$ cat config.mk
export PLATFORM = sky130hd
export DESIGN_NAME = sat_accum
export DESIGN_NICKNAME = d
export VERILOG_FILES = /design/src/rtl/sat_accum.sv
export SDC_FILE = /design/constraint.sdc
export NUM_CORES = 1
export LEC_CHECK = 0
export ABC_AREA = 1
export BUFFER_PORTS_ARGS = -buffer_cell sky130_fd_sc_hd__buf_4
export CAP_MARGIN = 20
export CELL_PAD_IN_SITES_DETAIL_PLACEMENT = 0
export CELL_PAD_IN_SITES_GLOBAL_PLACEMENT = 1
export CORE_ASPECT_RATIO = 0.6
export CORE_UTILIZATION = 37
export CTS_CLUSTER_DIAMETER = 80
export DETAILED_ROUTE_END_ITERATION = 8
export PLACE_DENSITY = 0.74
export SLEW_MARGIN = 20
export SYNTH_ARGS = -nofsm -noshare
export SYNTH_HDL_FRONTEND = slang
export SYNTH_SLANG_ARGS = --single-unit
$ cat constraint.sdc
create_clock -name clk -period 2.6 [get_ports clk]
set_clock_uncertainty 0.05 [all_clocks]
set_input_delay 0.52 -clock clk [delete_from_list [all_inputs] [get_ports clk]]
set_output_delay 0.52 -clock clk [all_outputs]
set_load 0.02 [all_outputs]
$ cat src/rtl/sat_accum.sv
// Saturating accumulator: sums LEN signed 6-bit products into an OUT_W-bit clamped result.
// Define SAT_ACCUM_OVF_EN to build the sticky per-group clamp flag; otherwise ovf is tied low.
module sat_accum #(
    parameter int LEN   = 4,
    parameter int OUT_W = 8
) (
    input  logic             clk,
    input  logic             rst_n,
    input  logic             in_valid,
    output logic             in_ready,
    input  logic [5:0]       in_data,
    output logic             out_valid,
    input  logic             out_ready,
    output logic [OUT_W-1:0] out_data,
    output logic             ovf
);

    localparam int CNT_W = $clog2(LEN);

    typedef enum logic {
        ACC,
        DONE
    } state_t;

    state_t           state;
    state_t           state_next;
    logic [OUT_W-1:0] acc;
    logic [CNT_W-1:0] cnt;
    logic [OUT_W:0]   sum;
    logic             clamped;
    logic [OUT_W-1:0] sat_val;
    logic             last;
    logic             in_xfer;
    logic             out_xfer;

    // One guard bit is enough: both operands already fit in OUT_W signed bits.
    assign sum     = {acc[OUT_W-1], acc} + {{(OUT_W-5){in_data[5]}}, in_data};
    assign clamped = sum[OUT_W] ^ sum[OUT_W-1];
    assign sat_val = clamped ? {sum[OUT_W], {(OUT_W-1){~sum[OUT_W]}}} : sum[OUT_W-1:0];

    assign last     = (cnt == CNT_W'(LEN - 1));
    assign in_xfer  = in_valid && (state == ACC);
    assign out_xfer = out_ready && (state == DONE);
    assign out_data = acc;

    always_ff @(posedge clk or negedge rst_n) begin
        if (!rst_n) begin
            state <= ACC;
        end else begin
            state <= state_next;
        end
    end

    always_comb begin
        state_next = state;
        in_ready   = 1'b0;
        out_valid  = 1'b0;
        case (state)
            ACC: begin
                in_ready = 1'b1;
                if (in_valid && last) begin
                    state_next = DONE;
                end
            end
            DONE: begin
                out_valid = 1'b1;
                if (out_ready) begin
                    state_next = ACC;
                end
            end
            default: state_next = ACC;
        endcase
    end

    // The counter holds at LEN-1 in DONE and is cleared when the result leaves.
    always_ff @(posedge clk or negedge rst_n) begin
        if (!rst_n) begin
            acc <= '0;
            cnt <= '0;
        end else if (in_xfer) begin
            acc <= sat_val;
            if (!last) begin
                cnt <= cnt + 1'b1;
            end
        end else if (out_xfer) begin
            acc <= '0;
            cnt <= '0;
        end
    end

`ifdef SAT_ACCUM_OVF_EN
    logic ovf_q;

    always_ff @(posedge clk or negedge rst_n) begin
        if (!rst_n) begin
            ovf_q <= 1'b0;
        end else if (in_xfer) begin
            ovf_q <= ovf_q | clamped;
        end else if (out_xfer) begin
            ovf_q <= 1'b0;
        end
    end

    assign ovf = ovf_q;
`else
    assign ovf = 1'b0;
`endif

endmodule

==> impl_metrics.ini <==
[synth]
synth_cell_type_count = 22
syn_inst = 136
synth.yosys.seq_area_share_pct = 29.5
post_synthesis_register_bit_count = 11
synthesis.nets = 156
synth_area_per_cell_um2 = 6.86
yosys_warnings = 0
mappedNetlistArea_um2 = 933

[critical_path]
largest_stage_delay_on_the_critical_path_ps = 400
cp_data_arrival_time_ps = 2160
worstReg2RegEnd = out_data[6]
critPathRequiredTime_ps = 2670
r2r_cells = 12
critical_path.startpoint_type = register
worst_setup_path_end_kind = register
worst_path_most_repeated_cell = sky130_fd_sc_hd__nand2_1
critical_path.cell_chain = ha_1 > fa_1 > nand2_1 > nand2_1 > nand3_1 > nand2_1 > nand2_1 > nand2_1 > nand2_2 > nand3_1 > nand2_1 > nand2_1
timing.critical_path.fanout_max = 7
crit-reg2reg-launch = out_data[0]
worst_path_max_delay_cell = sky130_fd_sc_hd__fa_1
reg2reg_setup_slack_ps = 520
worstSetupPathType = reg -> reg

[placed_design]
io_buffer_count = 19
place_congestion = 0.753
dp_hpwl_mm = 1.71

[clocking]
cts-htree-levels = 1
cts_buffers = 3
maximum_number_of_buffers_from_clock_root_to_sink = 2
post_cts_buffers = 0
clock_tree.root_cell = sky130_fd_sc_hd__clkbuf_8
cts_repair_resize_count = 0
cts.hold.buffers_added = 0
sinks_on_clock_net = 11
clk_transition_reported_paths_ps = 50
cts_tree = yes
clock_insertion_delay_worst_skew_ps = 240

[detailed_routing]
route.final.wire_length_mm = 2.16
drc = 0
detail_route.iter0.violations = 65
routed_len_inst_um = 11.5
number_of_detailed_routing_iterations_run_before_antenna_repair = 4
vias = 890
drt-vias-per-instance = 4.73
final_antenna_net_count = 0

[finish]
commonest_non_fill_non_tap_cell_in_the_layout = sky130_fd_sc_hd__nand2_1
post_route_utilization_pct = 50.5
layout-drive-gt1-share_pct = 18.4
antenna_cells = 0
layout.nets = 179
num-fill-cells = 236
most-common-layout-cells = sky130_fd_sc_hd__nand2_1, sky130_fd_sc_hd__buf_4, sky130_fd_sc_hd__inv_1
syn2layout_area_growth_pct = 23.3

[floorplanning]
io_pins = 21
placement_rows = 13
core_um2 = 2280
initial_core_util_pct = 41.0
design.die.area_um2 = 2730
die_h_um = 40.9
die_width_um = 66.8

[timing]
slew_viol_final = 0
time_the_worst_path_needs_with_i_o_delays_and_setup_ps = 2080
final_hold_viol_count = 0
unrepaired_setup_endpoints_after_global_routing = no
min_period_over_period_pct = 80.1
achievable-frequency_mhz = 480
report.final.setup_viol = 0
finalSetupTns_ps = 0

[global_routing]
grt_use_total_pct = 19.0
vias_in_the_first_global_route = 772
first_pass_grt_wire_length_mm = 3.59
grt_antenna_before_repair = 0
gr-total-overflow = 0
largest_net_degree_at_the_start_of_global_routing = 12

[pwr]
vdd.ir_drop.worst_mv = 0.693
power_per_cell_area_nw_per_um2 = 1410
total_leakage_power_uw = 0.000662

[run]
maxCapViolations = 0

[min_path]
min-delay-path-class = in -> async

[run_status]
status = finished clean
-- state kept, by name, summed over array words and instances, names as in the netlist --
name      count
out_data      8
state         1
cnt           2
-- cells by family after synthesis --
kind of cell	share of synthesized area, %
xor+xnor	2.82
flops	29.5
other cells	0.402
compound gates	7.24
buf+inv	8.04
fa+ha+maj	14.2
simple gates	37.8
-- cell type report --
type	count	area [um^2]	area share (%)
Inverter	18	67.6	5.87
Multi-Input combinational cell	106	583	50.7
Clock buffer	4	45.0	3.91
Sequential cell	11	275	23.9
Tap cell	30	37.5	3.26
Timing Repair Buffer	19	143	12.4
-- cell usage after synthesis --
master	n	area, um^2
sky130_fd_sc_hd__o22ai_1	1	6.26
sky130_fd_sc_hd__nor2_1	3	11.3
sky130_fd_sc_hd__nand3_1	16	80.1
sky130_fd_sc_hd__a21oi_4	1	16.3
sky130_fd_sc_hd__buf_4	1	7.51
sky130_fd_sc_hd__nand2_2	3	18.8
sky130_fd_sc_hd__a21oi_1	1	5.00
sky130_fd_sc_hd__inv_1	18	67.6
sky130_fd_sc_hd__nand3b_1	1	7.51
sky130_fd_sc_hd__nand4_1	2	12.5
sky130_fd_sc_hd__dfrtp_1	11	275
sky130_fd_sc_hd__conb_1	1	3.75
sky130_fd_sc_hd__ha_1	9	113
sky130_fd_sc_hd__nand2_1	56	210
sky130_fd_sc_hd__xnor2_1	2	17.5
sky130_fd_sc_hd__xor2_1	1	8.76
sky130_fd_sc_hd__or2_1	1	6.26
sky130_fd_sc_hd__fa_1	1	20.0
sky130_fd_sc_hd__o21ai_0	3	15.0
sky130_fd_sc_hd__a21oi_2	2	17.5
sky130_fd_sc_hd__nor2_2	1	6.26
sky130_fd_sc_hd__o21a_1	1	7.51
-- where the power goes --
group,switching (uW),total (uW),leakage [uW],internal (uW)
Clock,65.4,173,0.0000228,108
Sequential,75.2,336,0.000135,260
Combinational,681,1110,0.000504,431
-- how the worst max path moves through the flow --
stage,start,endpoint,slack [ps],cells past startpoint
2_1_floorplan,in_data[0],out_data[1],580,12
3_3_place_gp,in_data[0],out_data[6],320,12
3_5_place_dp,in_data[0],out_data[5],290,12
4_1_cts,out_data[0],out_data[6],530,12
5_1_grt,out_data[0],out_data[6],320,12
6_report,out_data[0],out_data[6],520,12
-- stage by stage --
stage / hold WS [ps] / setup slack [ps] / cells / total power (uW) / cell area [um^2]
floorplan: 174 / 584 / 136 / 1150 / 933
global placement: 316 / 317 / 184 / 1450 / 1110
detailed placement: 317 / 292 / 184 / 1440 / 1110
CTS: 56.0 / 529 / 188 / 1630 / 1150
global route: 58.8 / 320 / 188 / 1810 / 1150
finish: 55.8 / 518 / 188 / 1620 / 1150
-- worst max-delay path: cells and delay by family, from the launching register on --
family	cells	cell delay [ps]
flip-flops	1	390
adder cells (fa/ha/maj)	2	620
AND/OR/NAND/NOR	10	930
-- routing by layer --
layer / global-route usage [%] / routed length [um] / share of wire, %
met2: 27.3 / 793 / 37
met1: 27.4 / 1230 / 57
met4: 3.19 / 14 / 0.65
met5: 0 / 0 / 0
met3: 6.67 / 121 / 5.6
No activity file was read; power rests on OpenSTA's default activity.
